[config.mk]
export PLATFORM = sky130hd
export DESIGN_NAME = keypad_scanner
export DESIGN_NICKNAME = d
export VERILOG_FILES = /design/src/rtl/calc_input_pkg.sv /design/src/rtl/key_sync.sv /design/src/rtl/keypad_scanner.sv
export SDC_FILE = /design/constraint.sdc
export NUM_CORES = 1
export LEC_CHECK = 0
export CORE_MARGIN = 2
export CORE_UTILIZATION = 45
export DETAILED_ROUTE_END_ITERATION = 7
export GPL_TIMING_DRIVEN = 0
export HOLD_SLACK_MARGIN = 0.05
export PLACE_DENSITY = 0.7
export SYNTH_ARGS = -nofsm -noshare
export SYNTH_HDL_FRONTEND = slang
export SYNTH_SLANG_ARGS = --single-unit
[constraint.sdc]
create_clock -name clk -period 13.6 [get_ports clk]
set_clock_uncertainty 0.05 [all_clocks]
set_input_delay 4.08 -clock clk [delete_from_list [all_inputs] [get_ports clk]]
set_output_delay 4.08 -clock clk [all_outputs]
set_load 0.01 [all_outputs]
[src/rtl/calc_input_pkg.sv]
// Shared types and constants for the calculator keypad input path.
// Frame classification helper used by the keypad scanner.
package calc_input_pkg;

    localparam int NUM_ROWS = 4;
    localparam int NUM_COLS = 4;
    localparam int NUM_KEYS = NUM_ROWS * NUM_COLS;

    typedef enum logic [1:0] {
        IDLE,
        DEBOUNCE,
        PRESSED
    } scan_state_t;

    typedef enum logic [1:0] {
        NONE,
        SINGLE,
        MULTI
    } frame_class_t;

    typedef struct packed {
        frame_class_t cls;
        logic [3:0]   code;
    } frame_info_t;

    localparam logic [3:0] KEY_0     = 4'd0;
    localparam logic [3:0] KEY_1     = 4'd1;
    localparam logic [3:0] KEY_2     = 4'd2;
    localparam logic [3:0] KEY_3     = 4'd3;
    localparam logic [3:0] KEY_4     = 4'd4;
    localparam logic [3:0] KEY_5     = 4'd5;
    localparam logic [3:0] KEY_6     = 4'd6;
    localparam logic [3:0] KEY_7     = 4'd7;
    localparam logic [3:0] KEY_8     = 4'd8;
    localparam logic [3:0] KEY_9     = 4'd9;
    localparam logic [3:0] KEY_ADD   = 4'd10;
    localparam logic [3:0] KEY_SUB   = 4'd11;
    localparam logic [3:0] KEY_SIGN  = 4'd12;
    localparam logic [3:0] KEY_CLR   = 4'd13;
    localparam logic [3:0] KEY_EQ    = 4'd14;
    localparam logic [3:0] KEY_SPARE = 4'd15;

    // hits[k] set means intersection k = row*4+col was seen low this frame
    function automatic frame_info_t classify(input logic [NUM_KEYS-1:0] hits);
        frame_info_t info;
        logic [1:0]  n;
        n         = 2'd0;
        info.code = 4'd0;
        for (int i = 0; i < NUM_KEYS; i++) begin
            if (hits[i]) begin
                info.code = 4'(i);
                if (n != 2'd2) n = n + 2'd1;
            end
        end
        unique case (n)
            2'd0:    info.cls = NONE;
            2'd1:    info.cls = SINGLE;
            default: info.cls = MULTI;
        endcase
        return info;
    endfunction

endpackage

[src/rtl/key_sync.sv]
// Two-flop synchronizer for asynchronous matrix rows.
// Resets to all-ones so idle (pulled-up) rows read as released.
module key_sync #(
    parameter int WIDTH = 4
) (
    input  logic             clk,
    input  logic             rst_n,
    input  logic [WIDTH-1:0] i_d,
    output logic [WIDTH-1:0] o_q
);

    logic [WIDTH-1:0] r_meta;
    logic [WIDTH-1:0] r_sync;

    always_ff @(posedge clk or negedge rst_n) begin
        if (!rst_n) begin
            r_meta <= '1;
            r_sync <= '1;
        end else begin
            r_meta <= i_d;
            r_sync <= r_meta;
        end
    end

    assign o_q = r_sync;

endmodule

[src/rtl/keypad_scanner.sv]
// 4x4 keypad scanner: column strobe, frame capture, frame debounce.
// Emits one key_valid pulse per accepted press; key_held tracks release.
module keypad_scanner
    import calc_input_pkg::*;
#(
    parameter int SCAN_DIV        = 1000,
    parameter int DEBOUNCE_FRAMES = 4
) (
    input  logic       clk,
    input  logic       rst_n,
    input  logic [3:0] row_n,
    output logic [3:0] col_n,
    output logic [3:0] key_code,
    output logic       key_valid,
    output logic       key_held
);

    localparam int DIV_W = $clog2(SCAN_DIV);
    localparam int CNT_W = $clog2(DEBOUNCE_FRAMES + 1);
    localparam logic [DIV_W-1:0] DIV_LAST = DIV_W'(SCAN_DIV - 1);
    localparam logic [CNT_W-1:0] CNT_MAX  = CNT_W'(DEBOUNCE_FRAMES);

    logic [3:0]          w_rows_s;
    logic [DIV_W-1:0]    r_div;
    logic [1:0]          r_col;
    logic [NUM_KEYS-1:0] r_hits;
    logic [NUM_KEYS-1:0] w_hits;
    logic                w_tick;
    logic                w_frame_done;
    frame_info_t         w_info;

    scan_state_t      r_state, w_state;
    logic [CNT_W-1:0] r_cnt, w_cnt, w_cnt_inc;
    logic [3:0]       r_cand, w_cand;
    logic [3:0]       r_code, w_code;
    logic             r_valid, w_valid;
    logic             r_held, w_held;

    key_sync #(.WIDTH(NUM_ROWS)) u_sync (
        .clk   (clk),
        .rst_n (rst_n),
        .i_d   (row_n),
        .o_q   (w_rows_s)
    );

    assign w_tick       = (r_div == DIV_LAST);
    assign w_frame_done = w_tick && (r_col == 2'd3);
    assign col_n        = ~(4'b0001 << r_col);

    // Current column's bits are replaced by the live sample
    always_comb begin
        w_hits = r_hits;
        for (int r = 0; r < NUM_ROWS; r++) begin
            w_hits[{2'(r), r_col}] = ~w_rows_s[r];
        end
    end

    always_ff @(posedge clk or negedge rst_n) begin
        if (!rst_n) begin
            r_div  <= '0;
            r_col  <= 2'd0;
            r_hits <= '0;
        end else if (w_tick) begin
            r_div  <= '0;
            r_col  <= r_col + 2'd1;
            r_hits <= w_hits;
        end else begin
            r_div  <= r_div + 1'b1;
        end
    end

    assign w_info    = classify(w_hits);
    assign w_cnt_inc = (r_cnt == CNT_MAX) ? r_cnt : r_cnt + 1'b1;

    always_comb begin
        w_state = r_state;
        w_cnt   = r_cnt;
        w_cand  = r_cand;
        w_code  = r_code;
        w_valid = 1'b0;
        w_held  = r_held;
        if (w_frame_done) begin
            unique case (r_state)
                IDLE: begin
                    if (w_info.cls == SINGLE) begin
                        w_cand  = w_info.code;
                        w_cnt   = CNT_W'(1);
                        w_state = DEBOUNCE;
                        if (CNT_MAX == CNT_W'(1)) begin
                            w_code  = w_info.code;
                            w_valid = 1'b1;
                            w_held  = 1'b1;
                            w_cnt   = '0;
                            w_state = PRESSED;
                        end
                    end
                end
                DEBOUNCE: begin
                    if (w_info.cls == SINGLE && w_info.code == r_cand) begin
                        w_cnt = w_cnt_inc;
                        if (w_cnt_inc == CNT_MAX) begin
                            w_code  = r_cand;
                            w_valid = 1'b1;
                            w_held  = 1'b1;
                            w_cnt   = '0;
                            w_state = PRESSED;
                        end
                    end else if (w_info.cls == SINGLE) begin
                        w_cand = w_info.code;
                        w_cnt  = CNT_W'(1);
                    end else begin
                        w_cnt   = '0;
                        w_state = IDLE;
                    end
                end
                PRESSED: begin
                    if (w_info.cls == NONE) begin
                        w_cnt = w_cnt_inc;
                        if (w_cnt_inc == CNT_MAX) begin
                            w_held  = 1'b0;
                            w_cnt   = '0;
                            w_state = IDLE;
                        end
                    end else begin
                        w_cnt = '0;
                    end
                end
                default: begin
                    w_cnt   = '0;
                    w_state = IDLE;
                end
            endcase
        end
    end

    always_ff @(posedge clk or negedge rst_n) begin
        if (!rst_n) begin
            r_state <= IDLE;
            r_cnt   <= '0;
            r_cand  <= 4'd0;
            r_code  <= 4'd0;
            r_valid <= 1'b0;
            r_held  <= 1'b0;
        end else begin
            r_state <= w_state;
            r_cnt   <= w_cnt;
            r_cand  <= w_cand;
            r_code  <= w_code;
            r_valid <= w_valid;
            r_held  <= w_held;
        end
    end

    assign key_code  = r_code;
    assign key_valid = r_valid;
    assign key_held  = r_held;

endmodule

# After elaboration in Yosys (flattened, before gate mapping)
# Index checks and enable logic that the tools add are counted.
[totals] elab_cells=177 register_bits=51 out_inout_bits=10
[op_classes] n_eq_ne=32 n_lt_le_gt_ge=8 n_bitwise=5 n_reduce_logical=16 add_sub_neg=18 shifts=1 mux=86
[op_table] operator="2-bit 2-to-1 mux" count=36
[op_table] operator="16-bit bitwise mux" count=4
[op_table] operator="4-bit 2-to-1 mux" count=16
[op_table] operator="2-bit inequality test, second input constant" count=21
[op_table] operator="2-bit by 1-bit adder with 2-bit output, second input constant" count=16
[op_table] operator="1-bit 2-to-1 mux" count=15
[op_table] operator="3-bit 2-to-1 mux" count=5
[op_table] operator="6-bit AND reduction" count=2
[op_table] operator="10-bit by 1-bit adder with 10-bit output, second input constant" count=1
[op_table] operator="10-bit equality test, second input constant" count=1
[op_table] operator="4-bit by 5-bit < comparator with 1-bit output, second input constant" count=2
[op_table] operator="10-bit 2-to-1 mux" count=1
[op_table] operator="3-bit one-hot mux with 3 select lines" count=1
[op_table] operator="1-bit demux with 2-bit select" count=4
[op_table] operator="4-bit by 1-bit >= comparator with 1-bit output, second input constant" count=2
[op_table] operator="4-bit one-hot mux with 2 select lines" count=1
[op_table] operator="2-bit by 1-bit equality test with 1-bit output, second input constant" count=3
[op_table] operator="3-bit equality test, second input constant" count=2
[op_table] operator="1-bit logical AND" count=6
[op_table] operator="2-bit logical NOT" count=3
[op_table] operator="3-bit inequality test, second input constant" count=2
[op_table] operator="2-bit one-hot mux with 3 select lines" count=1
[op_table] operator="2-bit by 5-bit < comparator with 1-bit output, second input constant" count=1
[op_table] operator="3-bit by 5-bit < comparator with 1-bit output, second input constant" count=1
[op_table] operator="14 further kinds" count=19

# Logic depth before layout (Yosys ltp)
[depth] ltp_word=61 ltp_mapped=32 ltp_nobuf=29

# Hierarchy
# Synthesis repeated with hierarchy kept, for this count alone.
[unflattened] cells_unflattened=528 area_unflattened_um2=4534.3
[by_module_without_submodules] mod="keypad_scanner" cells_per_inst=520 instances=1 seq_area_each_um2=1076.0 area_each_um2=4324.1
[by_module_without_submodules] mod="key_sync" cells_per_inst=8 instances=1 seq_area_each_um2=210.2 area_each_um2=210.2

# Least setup slack after synthesis
# OpenSTA, ideal clock, no wires.
[synth_path] path_kind="register to register" start="register r_col[0]" end="register r_cand[0]" path_stages_with_launch=30 slack_ns=6.860 setup_ns=0.128 synth_period_minus_slack_ns=6.740 required_time_ns=13.422 t_arrival_ns=6.563 path_cell_list="dfrtp_1 inv_1 ha_1 clkinv_1 mux2i_1 ha_1 nand2b_1 or3_1 a21o_1 a311o_1 nand3_1 and3_4 a211oi_4 buf_6 and4_1 o21ai_1 a21oi_2 o21a_1 or3_1 a211o_1 nand2_1 and4b_1 o31a_1 or2_4 ha_1 nor2_1 nand2_1 o21ai_2 and4_1 mux2_1"
[synth_via] elab_chain_len=60 word_cells_on_any_way=113 cone_classes="add/sub (15); order compare (8); eq/ne (20); mux (62); reduce/logical (8)"
[synth_lines] item="start: declaration" line_no="keypad_scanner.sv:25" text="logic [1:0] r_col;"
[synth_lines] item="start signal: assignment" line_no="keypad_scanner.sv:65" text="r_col <= r_col + 2'd1;"
[synth_lines] item="2-bit by 5-bit < comparator with 1-bit output (not written as such) / 2-bit by 1-bit >= comparator with 1-bit output (equally long branches)" line_no="keypad_scanner.sv:54" text="w_hits[{2'(r), r_col}] = ~w_rows_s[r];"
[synth_lines] item="1-bit logical AND (not written as such)" line_no="keypad_scanner.sv:54"
[synth_lines] item="1-bit 2-to-1 mux (not written as such)" line_no="keypad_scanner.sv:54"
[synth_lines] item="1-bit demux with 2-bit select" line_no="keypad_scanner.sv:54"
[synth_lines] item="16-bit bitwise mux (4 in a row)" line_no="keypad_scanner.sv:54"
[synth_lines] item="1-bit 2-to-1 mux" line_no="calc_input_pkg.sv:50" text="if (hits[i]) begin"
[synth_lines] item="2-bit by 1-bit adder with 2-bit output / 2-bit inequality test (equally long branches)" line_no="calc_input_pkg.sv:52" text="if (n != 2'd2) n = n + 2'd1;"
[synth_lines] item="2-bit 2-to-1 mux" line_no="calc_input_pkg.sv:52"
[synth_lines] item="[41 not listed]"
[synth_lines] item="2-bit 2-to-1 mux" line_no="calc_input_pkg.sv:52"
[synth_lines] item="2-bit 2-to-1 mux" line_no="calc_input_pkg.sv:50"
[synth_lines] item="2-bit by 1-bit equality test with 1-bit output / 2-bit logical NOT (equally long branches)" line_no="calc_input_pkg.sv:55" text="unique case (n)"
[synth_lines] item="2-bit one-hot mux with 2 select lines" line_no="calc_input_pkg.sv:55"
[synth_lines] item="2-bit by 1-bit equality test with 1-bit output" line_no="keypad_scanner.sv:85, keypad_scanner.sv:99, keypad_scanner.sv:108"
[synth_lines] item="4-bit 2-to-1 mux / 1-bit logical AND (equally long branches)" line_no="keypad_scanner.sv:85, keypad_scanner.sv:108, keypad_scanner.sv:99"
[synth_lines] item="4-bit 2-to-1 mux / 2-bit inequality test (equally long branches)"
[synth_lines] item="4-bit one-hot mux with 2 select lines / 3-bit AND reduction (equally long branches)"
[synth_lines] item="end signal: assignment" line_no="keypad_scanner.sv:147" text="r_cand <= w_cand;"
[synth_lines] item="end: declaration" line_no="keypad_scanner.sv:34" text="logic [3:0] r_cand, w_cand;"
# Several ways; a longest one is shown, not always the timed one. The select of a mux whose other input is x is not followed.
# A chain may end at the register's enable or synchronous reset.

# Worst setup path in the final report
[layout_path] start="register r_col[1]" end="register r_cand[1]"
# The elaborated chain is that of the path after synthesis.

==> summary.md <==
| Metric | Value |
|---|---|
| Vias | `between 4000 and 5000` |
| Fin crit period | `7.87 ns` |
| Cell area after layout | `slightly below 5000 sq um` |
| Largest net degree at the start of global routing | `28` |
| Met3 Use GR | `0.0203` |
| Area grow syn2layout | `9.65%` |
| Core ar. | `9640 sq um` |
| Clock-pin slew on the worst setup and hold paths | `0.10 ns` |
| Max Slew Vio Count | `0` |
| WP data required | `roughly 14 ns` |
| Main synth FF type | `dfrtp_1` |
| GP Congestion | `approximately 0.92` |
| CTS Buffer Depth | `2` |
| Antenna diode count | `0` |
| Syn nets | `549` |
| CP bufs+invs | `3` |
| CP top delay family | `compound AO/OA/AOI/OAI gates` |
| Detail Placement HPWL | `8450 microns` |
| Least-Margin Pin Slew | `~0.70 ns` |
| First-pass GRT wire length | `19100 microns` |
| Sequential share of the synthesized area | `0.292` |
| Mapped Cells | `531` |
| Hold WC Path Type | `reg2reg` |
| PD cells | `63.1 nW/um^2` |
| Worst-Skew Late Latency | `0.32 ns` |
| Port bufs | `15` |
| Setup Buffers After CTS | `0` |
| Startpoint Class | `flop` |
| Number of global-route vias before repair | `about 4000` |
| Synth Register Bits | `51` |
| Headroom to the max-slew limit | `0.517` |
| CTS tree | `yes` |
| Endpoint, Worst Hold | `u_sync.o_q[2]` |
| Die Height | `103 microns` |
| Met2 Use GR | `0.384` |
| Min-delay src | `u_sync.r_meta[2]` |
| Flop2flop setup slack | `5.73 ns` |
| M1 GR Usage | `0.290` |
| Final hold violations | `0` |
| Sink Count | `51` |
| Synth Cell Area | `roughly 4400 sq um` |
| Ys async rst share | `1.00` |
| H-tree depth | `2` |
| Crit path arrival time | `8.03 ns` |
| DRC | `0` |
| DR pass1 iterations | `4` |
| RSZ-0062 raised after global routing | `no` |
| Syn avg cell area | `between 8 and 9 sq um` |
| Post-CTS Hold Buffers | `0` |
| Gates resized, CTS repair | `0` |
| Worst vdd ir | `0.0743 mV` |
| Largest stage delay on the critical path | `0.67 ns` |
| Post-synth cell types | `86` |
| Initial core utilization | `0.457` |
| Initial antenna violation count | `0` |
| Hold depth | `0` |
| Final ANT Viol Nets | `0` |
| Setup CP Type | `reg2reg` |
| Yosys warns | `0` |
| Max FO, Critical Path | `9` |
| Share of cells above drive strength 1 | `0.105` |
| Outcome | `complete, no violations` |
| Crit-path slowest cell | `o311ai_0` |
| Area after DPL | `4740 sq um` |
| GR Util All Layers | `0.220` |
| Setup Viol. Count Final | `0` |
| CTS buffer count | `5` |
| LEAKAGE | `2.05 nW` |
| Remaining global-route overflow | `0` |
| Io pins | `16` |
| Net total in the final layout | `about 570` |
| Most Used Layer, Global Route | `met2` |
| FF-to-FF path depth | `29` |
| Max Cap Viol | `0` |
| Full die area | `10600 sq um` |
| Number of cell rows | `36` |
| FF-to-FF End | `r_cand[1]` |
| Reg-to-reg startpoint | `r_col[1]` |
| WL/cell | `15.9 microns` |
| Clk root buf | `clkbuf_8` |
| Number of synthesized flops with an enable pin | `0` |
| Period utilisation layout | `0.579` |
| Worst Setup End Kind | `flop` |
| WL final | `between 10000 and 15000 microns` |
| Die width | `103 microns` |
| Sum Neg Setup Slack | `0 ns` |
| Vias per cell | `6.06` |
| Achievable frequency | `127 MHz` |
| Detailed Route Iter0 Violations | `183` |
-- sequential cells by signal, indices dropped and copies added, names as in the netlist --
| signal | flops |
|---|---|
| key_code | 4 |
| key_held | 1 |
| key_valid | 1 |
| r_cand | 4 |
| r_cnt | 3 |
| r_col | 2 |
| r_div | 10 |
| r_hits | 16 |
| r_state | 2 |
| u_sync.o_q | 4 |
| u_sync.r_meta | 4 |
-- per-stage QoR --
stage | cells | util | setup slack (ns) | total power [mW] | hold slack (ns)
2_1_floorplan | 531 | - | 6.86 | 0.199 | 0.295
3_3_place_gp | 679 | 0.490 | 5.94 | 0.212 | 0.296
3_5_place_dp | 680 | 0.492 | 5.79 | 0.214 | 0.297
4_1_cts | 688 | 0.501 | 5.79 | 0.307 | 0.301
5_1_grt | 688 | 0.501 | 4.86 | 0.320 | 0.302
6_report | 688 | 0.501 | 5.73 | 0.305 | 0.303
-- synth_stat cells, types with 9 or more instances --
| library cell | number | area share |
|---|---|---|
| dfrtp_1 | 43 | 0.24 |
| o21ai_0 | 44 | 0.050 |
| nand2_1 | 58 | 0.049 |
| nor2_1 | 45 | 0.038 |
| inv_1 | 20 | 0.017 |
| ha_1 | 12 | 0.034 |
| clkbuf_1 | 9 | 0.0077 |
| a21oi_1 | 25 | 0.028 |
| xor2_1 | 10 | 0.020 |
| nand3_1 | 22 | 0.025 |
| nand4_1 | 11 | 0.016 |
| mux2i_1 | 13 | 0.030 |
| nor3_1 | 11 | 0.012 |
-- layout by cell type, fill, tap and decap left out, drive strengths merged, types with 12 or more instances in the layout --
master and instances:
a21oi 26, clkbuf 14, clkdlybuf4s50 14, dfrtp 43
ha 12, inv 22, mux2 13, mux2i 13
nand2 58, nand3 23, nor2 45, nor3 12
o21ai 54
-- power by group --
part / internal, mW / switching, mW
registers: 0.154 / 0.000827
clock network: 0.0376 / 0.0558
logic: 0.0213 / 0.0358
total: 0.213 / 0.0924
-- kinds of logic (layout without fill, tap and decap cells) --
family,Yosys count,count (layout),synth area share
mux,26,26,0.0627
simple gates,204,204,0.236
compound gates,183,183,0.300
fa+ha+maj,12,12,0.0341
xor+xnor,17,17,0.0355
flops,51,51,0.292
buf+inv,38,62,0.0397
-- cell type report --
cell class                      count  area, sq um
Fill cell                         959         4810
Multi-Input combinational cell    442         2950
Sequential cell                    51         1290
Tap cell                          133          166
Timing Repair Buffer               16          165
Buffer                             16         92.6
Inverter                           22         82.6
Clock buffer                        5         68.8
Clock inverter                      3         25.0
-- how the worst max path moves through the flow --
stage                         from          end  slack (ns)  cells past startpoint
after floorplan           r_col[0]    r_cand[0]        6.86                     29
after global placement    r_col[1]  key_code[3]        5.94                     30
after detailed placement  r_col[1]    r_cand[1]        5.79                     29
after CTS                 r_col[1]    r_cand[1]        5.79                     29
after global routing      r_col[1]    r_cand[3]        4.86                     29
final                     r_col[1]    r_cand[1]        5.73                     29
-- metal layers --
metal / up-vias / part of all wire
li1: 2061 / -
met1: 1991 / 0.46
met2: 102 / 0.49
met3: 14 / 0.033
met4: 0 / 0.014
met5: - / 0
(Power assumes the default switching activity.)
